--- src/rtl/code_qualify_decoder.sv ---
// Debounce/qualify stage behind the 8-to-3 coder: accepts a code after STABLE_CYCLES matching samples
// and delivers it as a one-hot byte on valid/ready. Optional glitch counter: define GLITCH_CNT_EN.
module code_qualify_decoder #(
    parameter int unsigned STABLE_CYCLES = 4,
    parameter int unsigned EVT_W         = 8
) (
    input  logic             clk,
    input  logic             rst_n,
    input  logic             y1,
    input  logic             y2,
    input  logic             y3,
    input  logic             in_valid,
    output logic [7:0]       z,
    output logic             z_valid,
    input  logic             z_ready,
    output logic [EVT_W-1:0] evt_count
`ifdef GLITCH_CNT_EN
    ,
    output logic [EVT_W-1:0] glitch_count
`endif
);

    typedef enum logic [1:0] {
        IDLE,
        QUALIFY,
        HOLD,
        RELEASE
    } state_t;

    localparam bit ACCEPT_NOW = (STABLE_CYCLES == 1);

    state_t           state, state_n;
    logic [2:0]       code;
    logic [2:0]       cand, cand_n;
    logic [3:0]       cnt, cnt_n;
    logic [4:0]       cnt_inc;
    logic [7:0]       z_n;
    logic             z_valid_n;
    logic [EVT_W-1:0] evt_n;

    function automatic logic [7:0] onehot(input logic [2:0] c);
        onehot = 8'(1) << c;
    endfunction

    assign code    = {y3, y2, y1};
    assign cnt_inc = {1'b0, cnt} + 5'd1;

    always_ff @(posedge clk) begin
        if (!rst_n) begin
            state     <= IDLE;
            cand      <= '0;
            cnt       <= '0;
            z         <= '0;
            z_valid   <= 1'b0;
            evt_count <= '0;
        end else begin
            state     <= state_n;
            cand      <= cand_n;
            cnt       <= cnt_n;
            z         <= z_n;
            z_valid   <= z_valid_n;
            evt_count <= evt_n;
        end
    end

    always_comb begin
        state_n   = state;
        cand_n    = cand;
        cnt_n     = cnt;
        z_n       = z;
        z_valid_n = z_valid;
        evt_n     = evt_count;
        case (state)
            IDLE: begin
                if (in_valid) begin
                    cand_n = code;
                    cnt_n  = 4'd1;
                    if (ACCEPT_NOW) begin
                        z_n       = onehot(code);
                        z_valid_n = 1'b1;
                        state_n   = HOLD;
                    end else begin
                        state_n = QUALIFY;
                    end
                end
            end
            QUALIFY: begin
                if (!in_valid) begin
                    state_n = IDLE;
                end else if (code != cand) begin
                    cand_n = code;
                    cnt_n  = 4'd1;
                end else begin
                    cnt_n = cnt_inc[3:0];
                    if (cnt_inc >= 5'(STABLE_CYCLES)) begin
                        z_n       = onehot(cand);
                        z_valid_n = 1'b1;
                        state_n   = HOLD;
                    end
                end
            end
            HOLD: begin
                if (z_valid && z_ready) begin
                    z_n       = '0;
                    z_valid_n = 1'b0;
                    evt_n     = evt_count + EVT_W'(1);
                    state_n   = RELEASE;
                end
            end
            RELEASE: begin
                if (!in_valid) begin
                    state_n = IDLE;
                end else if (code != cand) begin
                    cand_n = code;
                    cnt_n  = 4'd1;
                    // A single required sample is already satisfied by this edge, as from IDLE.
                    if (ACCEPT_NOW) begin
                        z_n       = onehot(code);
                        z_valid_n = 1'b1;
                        state_n   = HOLD;
                    end else begin
                        state_n = QUALIFY;
                    end
                end
            end
            default: state_n = IDLE;
        endcase
    end

`ifdef GLITCH_CNT_EN
    logic glitch;

    assign glitch = (state == QUALIFY) && (!in_valid || (code != cand));

    always_ff @(posedge clk) begin
        if (!rst_n) begin
            glitch_count <= '0;
        end else if (glitch && (glitch_count != '1)) begin
            glitch_count <= glitch_count + EVT_W'(1);
        end
    end
`endif

endmodule

--- config.mk ---
export PLATFORM = sky130hd
export DESIGN_NAME = code_qualify_decoder
export DESIGN_NICKNAME = d
export VERILOG_FILES = /design/src/rtl/code_qualify_decoder.sv
export SDC_FILE = /design/constraint.sdc
export NUM_CORES = 1
export LEC_CHECK = 0
export BUFFER_PORTS_ARGS = -buffer_cell sky130_fd_sc_hd__buf_2
export CORE_ASPECT_RATIO = 1.1
export CORE_MARGIN = 8
export CORE_UTILIZATION = 54
export CTS_CLUSTER_DIAMETER = 200
export DETAILED_ROUTE_END_ITERATION = 6
export GPL_ROUTABILITY_DRIVEN = 0
export PLACE_DENSITY = 0.78
export SLEW_MARGIN = 20
export SYNTH_ARGS = -nofsm -noshare
export SYNTH_HDL_FRONTEND = slang
export SYNTH_SLANG_ARGS = --single-unit
export TNS_END_PERCENT = 10
--- constraint.sdc ---
create_clock -name clk -period 1.64 [get_ports clk]
set_input_delay 0.082 -clock clk [delete_from_list [all_inputs] [get_ports clk]]
set_output_delay 0.082 -clock clk [all_outputs]
set_load 0.02 [all_outputs]
==> results.py, run 1 <==
metrics = {
    "sta": {
        "fin_crit_ns": 1.50,
        "fmax_ghz": 0.666,
        "post-route-period-util": 0.916,
        "finalMaxSlewViolations": 0,
        "worst_pin_slew_ns": 0.459,
        "maxSlewHeadroom": 0.692,
        "rsz0062_at_grt": "false",
        "final.setup_skew_ns": 0.0117,
        "setup_viol": 0,
        "hold_viol": 0,
        "tns_ns": 0,
    },
    "power": {
        "power_mw": 1.18,
        "pwr_density_cell_nw_per_um2": 782,
        "p_int_uw": 925,
        "comb_power_share": 0.073,
        "seqPwrFrac": 0.554,
        "p_leak_nw": 0.697,
        "clkPwrFrac": 0.374,
        "ir_drop_mv": 0.485,
        "switching_power_uw": 253,
        "switching_share": 0.215,
    },
    "synthesis": {
        "synth_edf_count": 0,
        "syn_nets": 153,
        "synthXorXnorAreaFrac": 0.0603,
        "synthCells": 143,
        "yosys.area.top_type": "dfxtp_1",
        "yosys.cell_types.count": 40,
        "synth_top_family_by_area": "simple AND/OR/NAND/NOR gates",
        "synthTopCellsByCount": "dfxtp_1, nand2_1, mux2i_1",
        "ys.flop_type": "dfxtp_1",
        "avgSynthCellArea_um2": 9.14,
        "synth-compound-area-share": 0.115,
        "synthSimpleGateAreaFrac": 0.289,
        "post-synth-top-count-cell": "dfxtp_1",
        "synth.cell_area_um2": 1310,
        "synthMuxAreaShare": 0.0842,
        "yosysSeqAreaShare": 0.398,
        "synth_fa_ha_area_frac": 0.0287,
        "ys_async_sr_fraction": 0,
        "yosys_warnings": 0,
        "yosys.area.top_type_share": 0.398,
        "ys_ff_latch": 26,
        "synth.area.top_cells": "dfxtp_1, mux2i_1, nand2_1, xnor2_1, and2_1",
    },
    "drt": {
        "first_iter_violations": 25,
        "dr.pass1.iters": 4,
        "routed_via_density": 5.55,
        "routed_wl_um": 2500,
        "num_vias": 1087,
        "wl_per_cell_um": 12.8,
        "drc": 0,
        "detail-route-antenna-nets": 0,
    },
    "grt": {
        "grt_usage": 0.120,
        "grt_pass1_vias": 1000,
        "grt_pass1_wl_um": 4270,
        "grt_max_degree": 29,
        "globalRouteOverflowTotal": 0,
        "antenna_found_initial": 0,
    },
    "worst_setup_path": {
        "start_kind": "flop",
        "crit_path_end_kind": "flop",
        "slowest_delay_ns": 0.39,
        "worstPathRequired_ns": 1.90,
        "path_class": "reg2reg",
        "ff2ff_path_depth": 5,
        "cpMaxStageDelayCell": "dfxtp_1",
        "crit_fanout": 9,
        "arrival_ns": 1.77,
        "cp_cell_sequence": "ha_1 > nor2_1 > a21oi_2 > o21ai_4 > mux2i_1",
    },
    "cts": {
        "htreeDepth": 1,
        "cts-resized-gates": 0,
        "cts_max_path_buffers": 2,
        "clkSinkCount": 26,
        "cts_hold_buf": 0,
        "post_cts_buffers": 0,
        "clkTransAtPathRegs_ns": 0.15,
        "cts-root-buf": "clkbuf_4",
        "cts_buffers": 3,
        "cts_tree": "done",
        "clkLatencyLatePin_ns": 0.32,
    },
    "cells_and_area": {
        "fill_cells": 188,
        "syn_to_final_growth_pct": 15.2,
        "drive_gt1_frac": 0.217,
        "insertedDiodeCount": 0,
        "fin_nets": 177,
    },
    "hold_path": {
        "min_path_type": "in2reg",
        "hold_path_depth": 3,
    },
    "floorplanning": {
        "start_util": 0.575,
        "fp.dieH_um": 67.6,
        "io_pins": 24,
        "core_area_um2": 2270,
        "rows": 18,
        "die_area_um2": 4250,
        "fp.dieW_um": 62.9,
    },
    "place": {
        "post-dp-hpwl_um": 1930,
        "port_buffers": 23,
    },
    "outcome": {
        "status": "complete, no violations",
    },
    "flow_run": {
        "max_cap_viol_count": 0,
    },
}
-- cell usage in the layout, fill, tap and decap left out, types with 2 or more instances in the layout --
cell type,netlist,routed
nor2_1,3,3
nor2b_1,6,6
buf_4,0,2
inv_1,2,2
nand2_1,23,23
nand4_1,5,5
a21boi_0,4,4
xor2_1,2,2
o21ai_0,4,4
xnor2_1,7,7
nor3_1,2,2
and3b_1,2,2
buf_2,1,23
o311a_1,2,2
ha_1,3,3
clkbuf_4,0,3
mux2i_1,11,11
and2_1,7,7
nand3_1,8,8
dfxtp_1,26,26
-- through the flow --
stage / cells / cell area, um2 / utilization / hold WS, ns / worst slack [ns]
after floorplan: 143 / 1310 / - / 0.221 / 0.251
after global placement: 192 / 1450 / 0.638 / 0.346 / 0.194
after detailed placement: 192 / 1450 / 0.638 / 0.372 / 0.140
after CTS: 196 / 1500 / 0.661 / 0.00954 / 0.127
after global routing: 196 / 1510 / 0.662 / 0.00219 / 0.0256
final: 196 / 1510 / 0.662 / 0.0116 / 0.137
-- worst max-delay path: cells and delay by family (launching register included) --
family          cells  cell delay, ns
simple gates        1            0.13
compound gates      2            0.41
mux                 1            0.24
fa+ha+maj           1            0.27
flops               1            0.39
-- layer usage --
metal,vias up,track usage,share of wire
li1,551,-,-
met1,499,0.134,0.46
met2,33,0.210,0.45
met3,4,0.0381,0.077
met4,0,0.0513,0.013
met5,-,0,0
-- worst paths after layout --
| kind | slack (ns) | start | endpoint |
|---|---|---|---|
| setup / recovery | 0.14 | cnt[0] | z[0] |
| hold / removal | 0.01 | y1 | cand[0] |
| setup reg to reg | 0.14 | cnt[0] | z[0] |
| hold reg to reg | 0.46 | z[2] | z[2] |
-- logic make-up (layout without fill, tap and decap cells) --
group | after synthesis | count (layout)
xor gates and xnor gates | 9 | 9
AOI/OAI and AO/OA | 20 | 20
muxes | 11 | 11
DFF | 26 | 26
buffers and inverters | 8 | 31
adders and majority gates | 3 | 3
and+or+nand+nor | 66 | 66
-- flip-flops by register name (all words and copies together) (netlist names), named ones only --
signal and count:
cnt 4, cand 3, state 1, z_valid 1, evt_count 8, z 8
-- layout make-up --
| type | count | area, um2 | area share |
|---|---|---|---|
| flip-flops and latches | 26 | 520 | 0.346 |
| repair buffers | 25 | 130 | 0.0864 |
| well taps | 30 | 37.5 | 0.0249 |
| multi-input cells | 109 | 758 | 0.503 |
| clock inverters | 1 | 30.0 | 0.0199 |
| clock buffers | 3 | 22.5 | 0.0150 |
| inverters | 2 | 7.51 | 0.00498 |
-- power groups by stage --
stage                     Sequential, mW  Combinational (mW)  Clock, mW
after floorplan                    0.663              0.0613          0
after global placement             0.665              0.0827          0
after detailed placement           0.666              0.0852          0
after CTS                          0.652              0.0857      0.451
after global routing               0.655              0.0944      0.479
final                              0.652              0.0856      0.440
Power figures use the tool's default switching activity.
==> run 2: changes to the inputs <==
--- a/config.mk
+++ b/config.mk
@@ -6,7 +6,7 @@
 export NUM_CORES = 1
 export LEC_CHECK = 0
 export BUFFER_PORTS_ARGS = -buffer_cell sky130_fd_sc_hd__buf_2
-export CORE_ASPECT_RATIO = 1.1
+export CORE_ASPECT_RATIO = 1.2
 export CORE_MARGIN = 8
 export CORE_UTILIZATION = 54
 export CTS_CLUSTER_DIAMETER = 200
==> results.py, run 2 (synthesis gave the netlist of run 1 again) <==
metrics = {
    "cells_and_area": {
        "multi_input_area_um2": 761,
        "drive_gt1_frac": 0.228,
        "fill_cells": 204,
        "mostFrequentLayoutCell": "dfxtp_1",
        "reg_top3": "evt_count x8, z x8, cnt x4",
        "insertedDiodeCount": 0,
        "final_cell_mix": "dfxtp_1, nand2_1, buf_2",
        "fin_nets": 178,
        "seq_area_um2": 520,
        "final_area_um2": 1500,
        "syn_to_final_growth_pct": 14.8,
        "layout.cells.non_filler": 198,
    },
    "hold_path": {
        "hold_path_depth": 3,
        "hold_start": "y1",
        "min_path_type": "in2reg",
        "hold_end": "cand[0]",
    },
    "drt": {
        "first_iter_violations": 26,
        "drc": 0,
        "wl_per_cell_um": 13.0,
        "routed_wl_um": 2570,
        "detail-route-antenna-nets": 0,
        "num_vias": 1072,
        "dr.pass1.iters": 4,
        "routed_via_density": 5.41,
    },
    "outcome": {
        "status": "complete, no violations",
    },
    "cts": {
        "cts_max_path_buffers": 2,
        "htreeDepth": 1,
        "cts_tree": "done",
        "clkSinkCount": 26,
        "clkLatencyLatePin_ns": 0.32,
        "post_cts_buffers": 0,
        "cts-root-buf": "clkbuf_4",
        "cts_hold_buf": 0,
        "cts_buffers": 3,
        "clkTransAtPathRegs_ns": 0.14,
    },
    "floorplanning": {
        "fp.dieW_um": 60.9,
        "die_area_um2": 4260,
        "io_pins": 24,
        "fp.dieH_um": 69.9,
        "rows": 19,
        "core_area_um2": 2310,
        "start_util": 0.567,
    },
    "sta": {
        "setup_viol": 0,
        "rsz0062_at_grt": "false",
        "tns_ns": 0,
        "fin_crit_ns": 1.52,
        "final.setup_skew_ns": 0.00658,
        "post-route-period-util": 0.925,
        "hold_viol": 0,
        "hold_ws_ns": 0.00541,
        "maxSlewHeadroom": 0.706,
        "fmax_ghz": 0.659,
        "worst_pin_slew_ns": 0.438,
        "setup_ws_ns": 0.123,
        "finalMaxSlewViolations": 0,
    },
    "grt": {
        "grt_pass1_wl_um": 4280,
        "grt_pass1_vias": 990,
        "grt_max_degree": 29,
        "antenna_found_initial": 0,
        "grt_usage": 0.124,
        "globalRouteOverflowTotal": 0,
    },
    "place": {
        "place_ws_ns": 0.130,
        "place_inst": 194,
        "placed_area_um2": 1460,
        "port_buffers": 23,
        "post-dp-hpwl_um": 1870,
    },
    "worst_setup_path": {
        "arrival_ns": 1.78,
        "path_delay_family": "compound AO/OA/AOI/OAI gates",
        "path_class": "reg2reg",
        "worstPathRequired_ns": 1.91,
        "r2r-start": "cnt[0]",
        "crit_fanout": 9,
        "start_kind": "flop",
        "ff2ff_path_depth": 5,
        "slowest_delay_ns": 0.38,
        "crit_path_end_kind": "flop",
        "rrSetupSlack_ns": 0.12,
        "cpMaxStageDelayCell": "dfxtp_1",
        "path_buf_inv": 0,
        "reg2reg_to": "z[6]",
        "cp_cell_sequence": "ha_1 > nor2_2 > a21oi_2 > o21ai_4 > mux2i_1",
    },
    "power": {
        "ir_drop_mv": 0.583,
        "p_leak_nw": 0.695,
        "pwr_density_cell_nw_per_um2": 706,
    },
    "flow_run": {
        "max_cap_viol_count": 0,
    },
}
[run 2: cell count changes in the layout (fill, tap and decap cells not counted)]
cell,previous run,this run
bufinv_16,1,0
nor2_1,3,2
clkbuf_8,0,1
nor2_2,0,1
buf_4,2,3
[run 2: final cells by class]
cell class | instances | share of cell area
Timing Repair Buffer | 26 | 0.0917
Inverter | 2 | 0.00500
Multi-Input combinational cell | 109 | 0.507
Tap cell | 31 | 0.0258
Sequential cell | 26 | 0.347
Clock buffer | 4 | 0.0242
[run 2: per-layer routing]
layer	up-vias	track usage	routed length, um
li1	548	-	-
met1	498	0.151	1160
met2	21	0.208	1240
met3	5	0.0275	136
met4	0	0.0312	32
met5	-	0	0
[run 2: timing repair]
action	4_1_cts	5_1_grt
setup endpoints to repair	0	9
resized for setup	0	2
hold endpoints to repair	0	0
[run 2: worst min-delay path, delay by kind of cell]
family / cells / cell delay, ns
buffers and inverters: 1 / 0.11
muxes: 1 / 0.06
and+or+nand+nor: 1 / 0.05
[run 2: worst max path at each step]
stage           start        to  cells after the start
2_1_floorplan  cnt[0]  state[0]                      5
3_3_place_gp   cnt[0]  state[0]                      5
3_5_place_dp   cnt[0]  state[0]                      5
4_1_cts        cnt[0]  state[0]                      5
5_1_grt        cnt[0]      z[6]                      5
6_report       cnt[0]      z[6]                      5
[run 2: per-stage QoR]
| step | power (mW) | util |
|---|---|---|
| 3_5_place_dp | 0.753 | 0.633 |
| 2_1_floorplan | 0.725 | - |
| 5_1_grt | 1.10 | 0.651 |
| 3_3_place_gp | 0.750 | 0.633 |
| 6_report | 1.06 | 0.651 |
| 4_1_cts | 1.07 | 0.648 |
[run 2: where the power goes]
part	total, mW	leakage, nW	internal (mW)	switching, mW
Clock	0.321	0.0210	0.136	0.185
Combinational	0.0886	0.464	0.0405	0.0481
Sequential	0.651	0.211	0.640	0.0110
